==> config.mk <==
export PLATFORM = sky130hd
export DESIGN_NAME = stack_pingpong_ctrl
export DESIGN_NICKNAME = d
export VERILOG_FILES = /design/src/rtl/stack_pingpong_ctrl_pkg.sv /design/src/rtl/stack_pingpong_ctrl_bank_mux.sv /design/src/rtl/stack_pingpong_ctrl.sv
export SDC_FILE = /design/constraint.sdc
export NUM_CORES = 1
export LEC_CHECK = 0
export ABC_CLOCK_PERIOD_IN_PS = 2200
export BUFFER_PORTS_ARGS = -buffer_cell sky130_fd_sc_hd__clkbuf_2
export CORE_MARGIN = 2
export CORE_UTILIZATION = 40
export DETAILED_ROUTE_END_ITERATION = 10
export PLACE_DENSITY = 0.82
export SKIP_CTS_REPAIR_TIMING = 1
export SLEW_MARGIN = 20
export SYNTH_ARGS = -nofsm -noshare
export SYNTH_HDL_FRONTEND = slang
export SYNTH_SLANG_ARGS = --single-unit
==> constraint.sdc <==
create_clock -name clk -period 2.2 [get_ports clk]
set_clock_uncertainty 0.2 [all_clocks]
set_input_delay 0.55 -clock clk [delete_from_list [all_inputs] [get_ports clk]]
set_output_delay 0.55 -clock clk [all_outputs]
set_load 0.01 [all_outputs]
==> src/rtl/stack_pingpong_ctrl_pkg.sv <==
// stack_pingpong_ctrl_pkg: read-side FSM states and the clogb2 helper shared with the spike stacks
package stack_pingpong_ctrl_pkg;
  typedef enum logic [1:0] {R_IDLE, R_START, R_STREAM, R_CLEAR} rd_state_t;
  function automatic int clogb2(input int v);
    int r;
    r = 0;
    for (int x = v - 1; x > 0; x = x >> 1) r++;
    return r;
  endfunction
endpackage

==> src/rtl/stack_pingpong_ctrl_bank_mux.sv <==
// stack_pingpong_ctrl_bank_mux: selects dout/done/empty of the read-bank stack
module stack_pingpong_ctrl_bank_mux #(
  parameter int DATA_WIDTH = 4
) (
  input  logic                  i_sel,
  input  logic [DATA_WIDTH-1:0] i_dout0,
  input  logic [DATA_WIDTH-1:0] i_dout1,
  input  logic [1:0]            i_done,
  input  logic [1:0]            i_empty,
  output logic [DATA_WIDTH-1:0] o_dout,
  output logic                  o_done,
  output logic                  o_empty
);
  assign o_dout  = i_sel ? i_dout1 : i_dout0;
  assign o_done  = i_done[i_sel];
  assign o_empty = i_empty[i_sel];
endmodule

==> src/rtl/stack_pingpong_ctrl.sv <==
// stack_pingpong_ctrl: ping-pong sequencing of two spike stacks between a producer and a consumer
module stack_pingpong_ctrl
  import stack_pingpong_ctrl_pkg::*;
#(
  parameter int DATA_WIDTH = 4,
  parameter int DEPTH      = 24
) (
  input  logic                  clk,
  input  logic                  rst,
  input  logic                  in_valid,
  input  logic [DATA_WIDTH-1:0] in_data,
  output logic                  in_ready,
  input  logic                  step_end,
  input  logic                  cons_ready,
  output logic                  out_valid,
  output logic [DATA_WIDTH-1:0] out_data,
  output logic                  out_last,
  output logic                  step_done,
  output logic [DATA_WIDTH-1:0] stk_din,
  output logic [1:0]            stk_wr_en,
  output logic [1:0]            stk_clear,
  output logic [1:0]            stk_stream_out,
  input  logic [DATA_WIDTH-1:0] stk_dout0,
  input  logic [DATA_WIDTH-1:0] stk_dout1,
  input  logic [1:0]            stk_done,
  input  logic [1:0]            stk_empty,
  output logic                  bank_sel,
  output logic                  overflow
);
  localparam int CW = clogb2(DEPTH);
  localparam logic [CW:0] L_DEPTH = (CW + 1)'(DEPTH);
  rd_state_t r_state, w_state_nxt;
  logic r_bank_sel, r_swap_pend, r_overflow, r_empty_lat;
  logic [CW:0] r_wr_cnt;
  logic [DATA_WIDTH-1:0] w_dout;
  logic w_rd, w_done, w_empty, w_wr, w_swap;
  assign w_rd     = ~r_bank_sel;
  assign in_ready = ~r_swap_pend;
  assign w_wr     = in_valid & in_ready & ~rst & (r_wr_cnt < L_DEPTH);
  assign w_swap   = (r_state == R_IDLE) & cons_ready & (r_swap_pend | step_end);
  assign stk_din  = in_data;
  assign bank_sel = r_bank_sel;
  assign overflow = r_overflow;
  stack_pingpong_ctrl_bank_mux #(.DATA_WIDTH(DATA_WIDTH)) u_mux (
    .i_sel   (w_rd),
    .i_dout0 (stk_dout0),
    .i_dout1 (stk_dout1),
    .i_done  (stk_done),
    .i_empty (stk_empty),
    .o_dout  (w_dout),
    .o_done  (w_done),
    .o_empty (w_empty)
  );
  // read FSM next state and all per-bank strobes / stream outputs
  always_comb begin
    w_state_nxt    = (r_state == R_IDLE)   ? (w_swap ? R_START : R_IDLE) :
                     (r_state == R_START)  ? R_STREAM :
                     (r_state == R_STREAM) ? (w_done ? R_CLEAR : R_STREAM) : R_IDLE;
    stk_wr_en      = w_wr ? {r_bank_sel, ~r_bank_sel} : 2'b00;
    stk_stream_out = (r_state == R_START) ? {w_rd, ~w_rd} : 2'b00;
    stk_clear      = (r_state == R_CLEAR) ? {w_rd, ~w_rd} : 2'b00;
    out_valid      = (r_state == R_STREAM) & ~r_empty_lat;
    out_last       = (r_state == R_STREAM) & ~r_empty_lat & w_done;
    out_data       = w_dout;
    step_done      = r_state == R_CLEAR;
  end
  // read FSM state register
  always_ff @(posedge clk) begin
    if (rst) r_state <= R_IDLE;
    else r_state <= w_state_nxt;
  end
  // bank swap, pending step, write count, sticky overflow and empty-at-start latch
  always_ff @(posedge clk) begin
    if (rst) begin
      r_bank_sel  <= 1'b0;
      r_swap_pend <= 1'b0;
      r_wr_cnt    <= '0;
      r_overflow  <= 1'b0;
      r_empty_lat <= 1'b0;
    end else begin
      r_bank_sel  <= r_bank_sel ^ w_swap;
      r_swap_pend <= ~w_swap & (r_swap_pend | (step_end & in_ready));
      r_wr_cnt    <= w_swap ? '0 : r_wr_cnt + (CW + 1)'(w_wr);
      r_overflow  <= r_overflow | (in_valid & in_ready & ~w_wr);
      r_empty_lat <= (r_state == R_START) ? w_empty : r_empty_lat;
    end
  end
endmodule

======== After elaboration in Yosys (flattened, before gate mapping) ========
Cells that the tools add are included.
operators by class
  add/sub/neg operators ................... 1
  magnitude comparators ................... 2
  equal/unequal tests ..................... 3
  muxes and demuxes ....................... 13
  bitwise logic cells ..................... 20
  reduce and logical (&&, ||, !) cells .... 2
operators by type and width
  kind                                                  count
  2-to-1 mux 2 bit                                      6
  AND 1 bit                                             10
  adder 6 x 1 -> 6 bit                                  1
  < comparator 6 x 5 -> 1 bit (second input constant)   1
  2-to-1 mux 1 bit                                      6
  NOT 1 bit                                             6
  equality test 2 bit (second input constant)           2
  2-to-1 mux 4 bit                                      1
  OR 1 bit                                              3
  equality test 2 x 1 -> 1 bit (second input constant)  1
  logical NOT 2 bit                                     1
  < comparator 1 x 2 -> 1 bit (second input constant)   1
  OR reduction 2 bit                                    1
  XOR 1 bit                                             1
storage, ports and cells
  register bits ........................... 12
  input bits .............................. 21
  output and inout port bits .............. 20
  word-level logic and storage cells ...... 47

======== Longest topological paths before layout ========
Gate-level depths: netlist (run 1).
  word-level depth ........................ 7
  mapped depth ............................ 7
  depth with buffers taken out ............ 7

======== Modules after synthesis ========
Synthesis (run 1) repeated with hierarchy kept, for this count alone.
unflattened totals
  cell total of the unflattened synthesis .. 72
  area total of the unflattened synthesis .. 711.9 sq um
by module, submodules not included
  module                        times used  cells an instance  area an instance (sq um)  seq. area each (sq um)
  stack_pingpong_ctrl           1           65                 610.6                     240.2
  stack_pingpong_ctrl_bank_mux  1           7                  101.3                     0.0

======== Worst setup path after synthesis (run 1) ========
Ideal clock, no wire load.
  kind .................................... input port to flip-flop
  from .................................... input port rst
  to ...................................... register r_wr_cnt[5]
  library setup time ...................... 71 ps
  arrival time ............................ 1,680 ps
  data required time ...................... 1,929 ps
  slack ................................... 249 ps
  stages on the path ...................... 5
  path buffers ............................ 0
  cell sequence ........................... nor4b_1 -> ha_1 -> nand3_1 -> or3_1 -> a21oi_1
between the ends
  longest elaborated chain between the ends .. 4
  elaborated cells on any way between the ends .. 5
  those cells by class .................... add/sub (1); bitwise (3); reduce/logical (1)
RTL lines
  item                    line                       source
  start, declared         stack_pingpong_ctrl.sv:9   input logic rst,
  NOT 1 bit               stack_pingpong_ctrl.sv:39  assign w_wr = in_valid & in_ready & ~rst & (r_wr_cnt < L_DEPTH);
  AND 1 bit (2 in a row)  stack_pingpong_ctrl.sv:39
  adder 6 x 1 -> 6 bit    stack_pingpong_ctrl.sv:83  r_wr_cnt <= w_swap ? '0 : r_wr_cnt + (CW + 1)'(w_wr);
  end signal, assigned    stack_pingpong_ctrl.sv:83
  end, declared           stack_pingpong_ctrl.sv:34  logic [CW:0] r_wr_cnt;
Several ways; a longest one is shown, not always the timed one.
A chain may end at the register's enable or synchronous reset.

======== Worst setup path after layout (run 1) ========
  from .................................... register r_wr_cnt[4]
  to ...................................... output port stk_wr_en[0]
between the ends
  longest elaborated chain between the ends .. 3
RTL lines
  item                         line                       source
  < comparator 6 x 5 -> 1 bit  stack_pingpong_ctrl.sv:39
  AND 1 bit                    stack_pingpong_ctrl.sv:39
  2-to-1 mux 2 bit             stack_pingpong_ctrl.sv:59  stk_wr_en = w_wr ? {r_bank_sel, ~r_bank_sel} : 2'b00;
  end, declared                stack_pingpong_ctrl.sv:20  output logic [1:0] stk_wr_en,
No other way between the ends.

==> results_dict.tcl, run 1 <==
set metrics [dict create \
    areaGrowthSynthToFinish_pct 35.3 \
    critPathTopFamily "simple AND/OR/NAND/NOR gates" \
    ys_top_cells_by_count "dfxtp_1 (12), nor2_1 (10), ha_1 (6)" \
    grt_overflow 0 \
    vdd_drop_max_uv 430 \
    syn_nets 98 \
    clk_pin_slew_ns 0.08 \
    synth_seq_cells 12 \
    fmax_mhz 465 \
    synth_seq_area_share_pct 36.9 \
    antenna_found_initial 0 \
    clock_sinks 12 \
    insertion_delay_ns 0.27 \
    slew_headroom_pct 78.4 \
    io_pins 41 \
    totalPowerFinal_mw 0.499 \
    tritoncts "yes" \
    powerDensity_mw_per_mm2 565 \
    setup_viol 0 \
    die_area_mm2 0.00197 \
    hold_violations 0 \
    fin_nets 134 \
    critPathLaunchType "flop" \
    place_hpwl_um 1130 \
    drtIter0Drc 4 \
    yosys_warnings 0 \
    synth_area_per_cell_um2 9.18 \
    detail-route-antenna-nets 0 \
    start_util_pct 42.8 \
    synth_edf_count 0 \
    cpPeakStageDelay_ns 0.33 \
    netlist_area_um2 652 \
    num_antenna_cells 0 \
    leakage_nw 0.444 \
    port_buffers 32 \
    synth_cells 71 \
    worst-slew-pin-transition_ns 0.323 \
    synth_async_sr_flop_share_pct 0 \
    num_vias 589 \
    wire_per_inst_um 11.5 \
    fin_crit_ns 2.15 \
    fill_cells 149 \
    drtPass1Iterations 2 \
    worst-setup-path-type "reg2out" \
    finalCritPeriodShare_pct 97.7 \
    cap_violations 0 \
    routed_wl_um 1400 \
    cts_buffers 3 \
    drive_gt1_share_pct 44.3 \
    power_frac_clock_pct 35.0 \
    yosys.area.top_type_share_pct 36.9 \
    synth.area.top_cells "dfxtp_1 (37%), ha_1 (12%), mux2_2 (6.9%)" \
    routed_via_density 4.83 \
    crit_arrival_ns 1.40 \
    power.switching_mw 0.124 \
    die_h_um 44.4 \
    hold_class "reg2reg" \
    yosysMostFrequentCell "dfxtp_1" \
    num_rows 14 \
    routabilityCongestion 0.794 \
    core_area_mm2 0.00152 \
    yosys_most_used_dff "dfxtp_1" \
    worstPathCellList "a21o_1 > nor4b_4 > nor2b_1 > buf_2" \
    sw_frac_of_total_pct 24.9 \
    p_comb_share_pct 19.0 \
    synth.distinct_cells 25 \
    root_buffer "clkbuf_4" \
    die_x_um 44.4 \
    slew_viol_final 0 \
    utilization_pct 57.9 \
    p_int_mw 0.374 \
    grt_usage_pct 14.7 \
    htree_levels 1 \
    end_kind "output pin" \
    sequentialPowerShare_pct 46.1 \
    finalSetupTns_ns 0 \
    cp_num_buf_inv 1 \
    remaining_drc_errors 0 \
    worstPathMaxFanout 3 \
    grt_pass1_vias 517 \
    required_ns 1.45 \
    grt_start_max_net_pins 9 \
    yosysTopAreaCell "dfxtp_1" \
    grt_pass1_wl_um 2080 \
    crit_slowest_cell "dfxtp_2" \
    rsz0062_at_grt "yes" \
    clockBufferDepth 2 \
    outcome "completed" \
]
## logic make-up after synthesis
| logic type | after synthesis | synth area share [%] |
|---|---|---|
| flops | 12 | 36.9 |
| compound gates | 7 | 6.72 |
| simple gates | 26 | 21.5 |
| fa+ha+maj | 6 | 11.5 |
| xor+xnor | 4 | 5.38 |
| mux | 6 | 9.98 |
| buf+inv | 10 | 8.06 |
## sequential cells by signal, indices dropped and copies added (netlist names)
register and count:
bank_sel 1, overflow 1, r_empty_lat 1, r_state 2, r_swap_pend 1, r_wr_cnt 6
## final timing paths
| kind | endpoint | from | cells past startpoint | slack (ns) |
|---|---|---|---|---|
| hold reg to reg | overflow$_SDFF_PP0_ | overflow$_SDFF_PP0_ | 2 | 0.27 |
| setup / recovery | stk_wr_en[0] | r_wr_cnt[4]$_SDFF_PP0_ | 4 | 0.05 |
| setup reg to reg | r_wr_cnt[5]$_SDFF_PP0_ | r_wr_cnt[4]$_SDFF_PP0_ | 6 | 0.25 |
| hold / removal | overflow$_SDFF_PP0_ | overflow$_SDFF_PP0_ | 2 | 0.27 |
## stage by stage
| step | cells | worst slack [ns] | hold slack (ns) | cell area, um^2 |
|---|---|---|---|---|
| CTS | 121 | -0.104 | 0.282 | 857 |
| global route | 122 | -0.0422 | 0.311 | 882 |
| finish | 122 | 0.0507 | 0.275 | 882 |
| global placement | 117 | 0.0666 | 0.256 | 821 |
| detailed placement | 117 | -0.0158 | 0.263 | 821 |
| floorplan | 71 | 0.249 | 0.258 | 652 |
## layout make-up
cell class	count	area (um^2)	area share (%)
well taps	16	20.0	2.27
inverters	5	18.8	2.13
flip-flops and latches	12	243	27.5
repair buffers	36	190	21.6
clock buffers	4	36.3	4.11
multi-input cells	49	374	42.4
## worst reg2reg max path, delay by kind of cell, from the launching register on
kind            cells  cell delay [ns]
simple gates        3             0.78
compound gates      2             0.36
fa+ha+maj           1             0.22
flops               1             0.33
## metal layers
layer,GRT usage [%],share of wire (%),up-vias
li1,-,-,300
met3,7.35,7.9,2
met2,28.2,54,24
met4,2.42,1.1,0
met1,14.2,37,263
met5,0,0,-
## power groups by stage
stage | Clock, mW | Combinational [mW] | Sequential [mW]
5_1_grt | 0.190 | 0.105 | 0.231
2_1_floorplan | 0 | 0.0550 | 0.236
6_report | 0.174 | 0.0946 | 0.230
4_1_cts | 0.176 | 0.0939 | 0.229
3_3_place_gp | 0 | 0.0907 | 0.234
3_5_place_dp | 0 | 0.0937 | 0.234
## layout by cell type, fill, tap and decap left out
master / Yosys / final
buf_2: 0 / 2
buf_4: 4 / 4
mux2_2: 4 / 4
or3_1: 1 / 1
dfxtp_2: 0 / 2
a211oi_1: 1 / 1
o211ai_1: 1 / 1
o21ai_0: 1 / 1
a31oi_1: 1 / 1
nand2_1: 1 / 1
dfxtp_1: 12 / 10
nor2b_1: 5 / 5
nand3_1: 2 / 2
nor3b_1: 1 / 1
mux2i_1: 2 / 2
and2_1: 3 / 3
nor4b_4: 0 / 1
clkbuf_4: 0 / 3
xor2_1: 3 / 3
nand2b_1: 1 / 1
nor2_1: 10 / 10
ha_1: 6 / 6
inv_1: 5 / 5
xnor2_1: 1 / 1
or4b_1: 1 / 1
a21oi_1: 2 / 2
clkbuf_2: 0 / 30
clkbuf_8: 0 / 1
a21o_1: 1 / 1
Note: power is estimated with default switching activity, not from simulation.
==> run 2: changes to the inputs <==
--- a/config.mk
+++ b/config.mk
@@ -5,12 +5,13 @@
 export SDC_FILE = /design/constraint.sdc
 export NUM_CORES = 1
 export LEC_CHECK = 0
+export ABC_AREA = 1
 export ABC_CLOCK_PERIOD_IN_PS = 2200
 export BUFFER_PORTS_ARGS = -buffer_cell sky130_fd_sc_hd__clkbuf_2
 export CORE_MARGIN = 2
-export CORE_UTILIZATION = 40
+export CORE_UTILIZATION = 43
 export DETAILED_ROUTE_END_ITERATION = 10
-export PLACE_DENSITY = 0.82
+export PLACE_DENSITY = 0.83
 export SKIP_CTS_REPAIR_TIMING = 1
 export SLEW_MARGIN = 20
 export SYNTH_ARGS = -nofsm -noshare
==> run 2 against run 1 <==
  * Total power rose by 2.1%
  * Non-clock buffer count fell by 3
  * Clock power rose by 2%
  * Synthesized cell count rose by 49%
  * Via count rose by 22%
  * Worst setup slack improved by 0.12 ns
  * Die area rose by 7.4%
  * Register-to-register slack improved by 0.18 ns
  * Critical path type unchanged
  * Largest cell class unchanged
==> results_dict.tcl, run 2 <==
set metrics [dict create \
    outcome "completed" \
    ff2ff_path_depth 9 \
    layout_setup_ws_ns 0.166 \
    setup_viol 0 \
    routabilityCongestion 0.711 \
    worst-slew-pin-transition_ns 0.218 \
    worst-setup-path-type "reg2out" \
    grt_usage_pct 14.4 \
    finalSetupTns_ns 0 \
    antenna_found_initial 0 \
    clock_sinks 12 \
    reg_top3 "r_wr_cnt: 6 flops, r_state: 2 flops" \
    htree_levels 1 \
    synth_compound_area_share_pct 4.62 \
    yosys_most_used_dff "dfxtp_1" \
    finalCritPeriodShare_pct 92.5 \
    synth-simple-area-share_pct 33.7 \
    largest-register "r_wr_cnt" \
    fmax_mhz 492 \
    grt_pass1_vias 562 \
    synth_cells 106 \
    r2r_start "r_swap_pend$_SDFF_PP0_" \
    areaGrowthSynthToFinish_pct 24.3 \
    yosys.area.top_type_share_pct 31.7 \
    core_area_mm2 0.00169 \
    vdd_drop_max_uv 272 \
    start_util_pct 44.9 \
    synth.area.top_cells "dfxtp_1 (32%), nand2_1 (13%), ha_1 (9.9%)" \
    routed_via_density 4.62 \
    syn_nets 133 \
    netlist_area_um2 758 \
    drive_gt1_share_pct 36.2 \
    crit_path_frequent_cell "inv_1" \
    synth_seq_cells 12 \
    synth_top_family_by_area "simple AND/OR/NAND/NOR gates" \
    synth_area_per_cell_um2 7.15 \
    grt_overflow 0 \
    crit_slowest_cell "dfxtp_1" \
    io_pins 41 \
    yosysMostFrequentCell "nand2_1" \
    crit_arrival_ns 1.28 \
    hold_start "overflow$_SDFF_PP0_" \
    detail-route-antenna-nets 0 \
    synthAdderAreaFrac_pct 9.90 \
    required_ns 1.45 \
    yosysTopAreaCell "dfxtp_1" \
    grt_start_max_net_pins 9 \
    drtIter0Drc 7 \
    insertion_delay_ns 0.28 \
    r2r_end "r_wr_cnt[4]$_SDFF_PP0_" \
    synth-xor-area-share_pct 3.47 \
    wire_per_inst_um 9.58 \
    ys_top_cells_by_count "nand2_1 (26), inv_1 (19), dfxtp_1 (12)" \
    grt_pass1_wl_um 2130 \
    r2r_slack_ns 0.43 \
    synth.distinct_cells 22 \
    drtPass1Iterations 4 \
    cap_violations 0 \
    synthMuxAreaShare_pct 0 \
    end_kind "output pin" \
    clk_pin_slew_ns 0.08 \
    die_x_um 46.0 \
    worstPathCellList "inv_1 > ha_1 > inv_1 > nor2_1 > and2_1 > clkbuf_2" \
    die_h_um 46.0 \
    dp_cells 151 \
    yosys_warnings 0 \
    worstPathMaxFanout 3 \
    root_buffer "clkbuf_4" \
    cpPeakStageDelay_ns 0.36 \
    fin_crit_ns 2.03 \
    worstHoldEndpoint "overflow$_SDFF_PP0_" \
    num_vias 716 \
    routed_wl_um 1490 \
    die_area_mm2 0.00212 \
    place_hpwl_um 1270 \
    holdPathStages 2 \
    mostFrequentLayoutCells "clkbuf_2 (32), nand2_1 (26), inv_1 (19)" \
    hold_class "reg2reg" \
    powerDensity_mw_per_mm2 540 \
    fin_nets 166 \
    synth_async_sr_flop_share_pct 0 \
    num_rows 15 \
    slew_headroom_pct 85.5 \
    rsz0062_at_grt "no" \
    place_ws_ns 0.116 \
    port_buffers 32 \
    hold_violations 0 \
    largest_reg_flops 6 \
    layout_commonest_cell "clkbuf_2" \
    final_cells 155 \
    critPathLaunchType "flop" \
    synth_seq_area_share_pct 31.7 \
    clockBufferDepth 2 \
    tritoncts "yes" \
    slew_viol_final 0 \
    leakage_nw 0.530 \
    synth_edf_count 0 \
    cts_buffers 3 \
    remaining_drc_errors 0 \
    num_antenna_cells 0 \
]
run 2: where the power goes:
part	internal, mW	total, mW	leakage [nW]	switching [mW]
clock	0.101	0.178	0.0210	0.0771
sequential	0.225	0.232	0.0977	0.00655
combinational	0.0415	0.0992	0.411	0.0577
total	0.367	0.509	0.530	0.141
run 2: how the worst max path moves through the flow:
stage	slack (ns)	endpoint	cells after the start	startpoint
global route	0.07	out_last	6	r_state[0]$_SDFF_PP0_
finish	0.17	out_last	6	r_state[0]$_SDFF_PP0_
CTS	0.15	out_last	6	r_state[0]$_SDFF_PP0_
floorplan	0.39	r_wr_cnt[4]$_SDFF_PP0_	10	in_valid
global placement	0.24	r_wr_cnt[4]$_SDFF_PP0_	10	rst
detailed placement	0.12	r_wr_cnt[4]$_SDFF_PP0_	10	rst
run 2: cells by family (layout without fill, tap and decap cells):
family,count (synthesis),after routing
and+or+nand+nor,53,53
adders and majority gates,6,6
buffers and inverters,27,59
AOI/OAI and AO/OA,5,5
DFF,12,12
xor gates and xnor gates,3,3
run 2: layer usage:
metal  wire length [um]  global-route usage, %  vias up
met5                  0                      0        -
met4                 26                   8.57        0
met3                 98                   3.97        3
met2                762                   24.4       24
met1                598                   15.6      314
li1                   -                      -      375
run 2: critical path: cells and delay by family, from the launching register on:
kind                     cells  cell delay (ns)
flip-flops                   1             0.36
buffers and inverters        3             0.26
AND/OR/NAND/NOR              2             0.20
adder cells (fa/ha/maj)      1             0.19
run 2: through the flow:
step | hold WS (ns) | instance area [um^2] | power [mW] | utilization, %
after floorplan | 0.302 | 758 | 0.305 | -
after global placement | 0.298 | 906 | 0.335 | 53.6
after detailed placement | 0.285 | 906 | 0.337 | 53.6
after CTS | 0.305 | 942 | 0.515 | 55.8
after global routing | 0.337 | 942 | 0.534 | 55.8
final | 0.299 | 942 | 0.509 | 55.8
run 2: area by class of cell:
type                    instances  area, um^2
clock buffers                   4        36.3
fillers                       160         747
multi-input cells              67         392
well taps                      17        21.3
repair buffers                 33         168
flip-flops and latches         12         240
inverters                      22        85.1
==> run 3: changes to the inputs <==
--- a/config.mk
+++ b/config.mk
@@ -5,15 +5,15 @@
 export SDC_FILE = /design/constraint.sdc
 export NUM_CORES = 1
 export LEC_CHECK = 0
-export ABC_AREA = 1
 export ABC_CLOCK_PERIOD_IN_PS = 2200
 export BUFFER_PORTS_ARGS = -buffer_cell sky130_fd_sc_hd__clkbuf_2
 export CORE_MARGIN = 2
-export CORE_UTILIZATION = 43
+export CORE_UTILIZATION = 42
 export DETAILED_ROUTE_END_ITERATION = 10
 export PLACE_DENSITY = 0.83
 export SKIP_CTS_REPAIR_TIMING = 1
 export SLEW_MARGIN = 20
 export SYNTH_ARGS = -nofsm -noshare
 export SYNTH_HDL_FRONTEND = slang
+export SYNTH_HIERARCHICAL = 1
 export SYNTH_SLANG_ARGS = --single-unit
==> run 3 against run 2 <==
  * Critical path depth shrank 2
  * Global-route usage up 1.8 points
  * Routed wire length rose by 6.5%
  * Register-to-register slack lost 0.27 ns
  * Total power is 1.4% higher
  * Maximum frequency shrank 6.7%
  * Final cell count is 21% lower
  * Via count fell by 16%
  * Design area decreased by 2.3%
  * First-iteration DRC count grew 57%
  * Sequential power about the same
  * Critical path type unchanged
  * Largest cell class unchanged
  * Highest routed layer unchanged
==> results_dict.tcl, run 3 <==
set metrics [dict create \
    worst-slew-pin-transition_ns 0.267 \
    use_met2_pct 29.7 \
    port_buffers 32 \
    synth_top_family_by_area "simple AND/OR/NAND/NOR gates" \
    use_met1_pct 17.3 \
    required_ns 1.45 \
    synth.distinct_cells 24 \
    cts_buffers 3 \
    power_frac_clock_pct 34.2 \
    fin_crit_ns 2.18 \
    synth.area.top_cells "dfxtp_1 (34%), mux2_4 (13%), ha_1 (11%)" \
    mostFrequentLayoutCells "clkbuf_2 (30), nor2_1 (10), dfxtp_1 (9)" \
    yosysTopAreaCell "dfxtp_1" \
    yosysMostFrequentCell "dfxtp_1" \
    critPathLaunchType "flop" \
    yosys_warnings 6 \
    reg_top3 "r_wr_cnt: 6 flops, r_state: 2 flops" \
    multi_input_area_um2 408 \
    r2r_end "r_wr_cnt[5]$_SDFF_PP0_" \
    grt_usage_pct 16.2 \
    wire_per_inst_um 12.9 \
    synthAdderAreaFrac_pct 10.5 \
    clockBufferDepth 2 \
    routed_via_density 4.92 \
    worst-setup-path-type "reg2out" \
    sequentialPowerShare_pct 45.1 \
    areaGrowthSynthToFinish_pct 29.3 \
    clock_sinks 12 \
    drtIter0Drc 11 \
    leakage_nw 0.483 \
    grt_start_max_net_pins 8 \
    routed_wl_um 1580 \
    num_antenna_cells 0 \
    routabilityCongestion 0.766 \
    worstPathMaxFanout 3 \
    regArea_um2 244 \
    hold_start "overflow$_SDFF_PP0_" \
    root_buffer "clkbuf_4" \
    die_h_um 45.2 \
    die_area_mm2 0.00204 \
    netlist_area_um2 712 \
    r2r_start "r_wr_cnt[4]$_SDFF_PP0_" \
    grtUsageMet3_pct 6.00 \
    layout_commonest_cell "clkbuf_2" \
    end_kind "output pin" \
    yosys.area.top_type_share_pct 33.7 \
    slew_viol_final 0 \
    place_hpwl_um 1320 \
    sw_frac_of_total_pct 25.6 \
    hold_class "reg2reg" \
    fin_nets 135 \
    finalCritPeriodShare_pct 99.0 \
    synth_cells 72 \
    r2r_slack_ns 0.16 \
    fill_cells 140 \
    io_pins 41 \
    fmax_mhz 459 \
    gr-max-usage-layer "met2" \
    outcome "completed" \
    vdd_drop_max_uv 467 \
    utilization_pct 59.7 \
    tritoncts "yes" \
    synth_edf_count 0 \
    largest_reg_flops 6 \
    synth_seq_cells 12 \
    grt_pass1_vias 563 \
    syn_nets 99 \
    num_vias 605 \
    clk_pin_slew_ns 0.08 \
    p_int_mw 0.384 \
    die_x_um 45.2 \
    hold_violations 0 \
    finalSetupTns_ns 0 \
    start_util_pct 46.2 \
    remaining_drc_errors 0 \
    setup_viol 0 \
    grt_overflow 0 \
    synth_area_per_cell_um2 9.89 \
    powerDensity_mw_per_mm2 560 \
    antenna_found_initial 0 \
    drtPass1Iterations 4 \
    num_rows 14 \
    largest-register "r_wr_cnt" \
    hold_ws_ns 0.305 \
    holdPathStages 2 \
    htree_levels 1 \
    grt_pass1_wl_um 2310 \
    worstHoldEndpoint "overflow$_SDFF_PP0_" \
    insertion_delay_ns 0.27 \
    synth_async_sr_flop_share_pct 0 \
    p_comb_share_pct 20.7 \
    synth-xor-area-share_pct 4.92 \
    core_area_mm2 0.00154 \
    power.switching_mw 0.132 \
    synth-simple-area-share_pct 22.0 \
    ys_top_cells_by_count "dfxtp_1 (12), nor2_1 (10), ha_1 (6), inv_1 (6), mux2_4 (6)" \
    synth_seq_area_share_pct 33.7 \
    ff2ff_path_depth 7 \
    detail-route-antenna-nets 0 \
    crit_arrival_ns 1.43 \
    cap_violations 0 \
    synthMuxAreaShare_pct 14.1 \
    synth_compound_area_share_pct 5.80 \
    drive_gt1_share_pct 48.6 \
    yosys_most_used_dff "dfxtp_1" \
    slew_headroom_pct 82.1 \
    rsz0062_at_grt "yes" \
]
-- run 3: cell types whose count changed in the layout (fill, tap and decap cells not counted), moves of 4 or more --
| cell | delta |
|---|---|
| nand2_1 | -25 |
| inv_1 | -14 |
| mux2_4 | +6 |
| and2_1 | +4 |
| nor2_4 | -4 |
-- run 3: layout make-up --
cell class / instances / share of cell area, %
Timing Repair Buffer: 36 / 20.7
Clock buffer: 4 / 3.94
Inverter: 6 / 2.45
Multi-Input combinational cell: 49 / 44.3
Tap cell: 16 / 2.17
Sequential cell: 12 / 26.5
-- run 3: cell families after synthesis --
kind of cell,after synthesis
simple gates,26
flops,12
buf+inv,11
mux,7
compound gates,6
fa+ha+maj,6
xor+xnor,4
-- run 3: power by group through the flow --
stage / logic, mW / registers, mW / clock network, mW
2_1_floorplan: 0.0732 / 0.236 / 0
3_3_place_gp: 0.102 / 0.236 / 0
3_5_place_dp: 0.106 / 0.237 / 0
4_1_cts: 0.106 / 0.232 / 0.182
5_1_grt: 0.116 / 0.234 / 0.195
6_report: 0.107 / 0.233 / 0.177
-- run 3: worst max-delay path by stage --
stage	start	endpoint	slack, ns	cells after the start
after global placement	rst	r_wr_cnt[5]$_SDFF_PP0_	0.21	6
after global routing	r_wr_cnt[4]$_SDFF_PP0_	stk_wr_en[0]	-0.07	4
after floorplan	bank_sel$_SDFF_PP0_	out_last	0.33	4
final	r_wr_cnt[4]$_SDFF_PP0_	stk_wr_en[0]	0.02	4
after detailed placement	rst	r_wr_cnt[5]$_SDFF_PP0_	0.15	6
after CTS	bank_sel$_SDFF_PP0_	out_data[0]	-0.04	4
-- run 3: worst max-delay path, stage by stage, from the launching register on --
cell and delay (ns):
dfxtp_2 0.33, a21o_1 0.21, nor4b_4 0.32, and2_1 0.17, buf_2 0.12
-- run 3: through the flow --
step                      std cells  setup slack (ns)  instance area, um^2  total power [mW]
after detailed placement        117             0.146                  866             0.343
after global placement          117             0.210                  866             0.338
after floorplan                  72             0.325                  712             0.310
final                           123            0.0210                  921             0.516
after CTS                       121           -0.0446                  902             0.520
after global routing            123           -0.0690                  921             0.545
-- run 3: layer usage --
layer  share of wire (%)  vias to the layer above
met5                   0                        -
met4                 1.1                        0
met3                 6.6                        4
met2                  53                       22
met1                  39                      277
li1                    -                      302
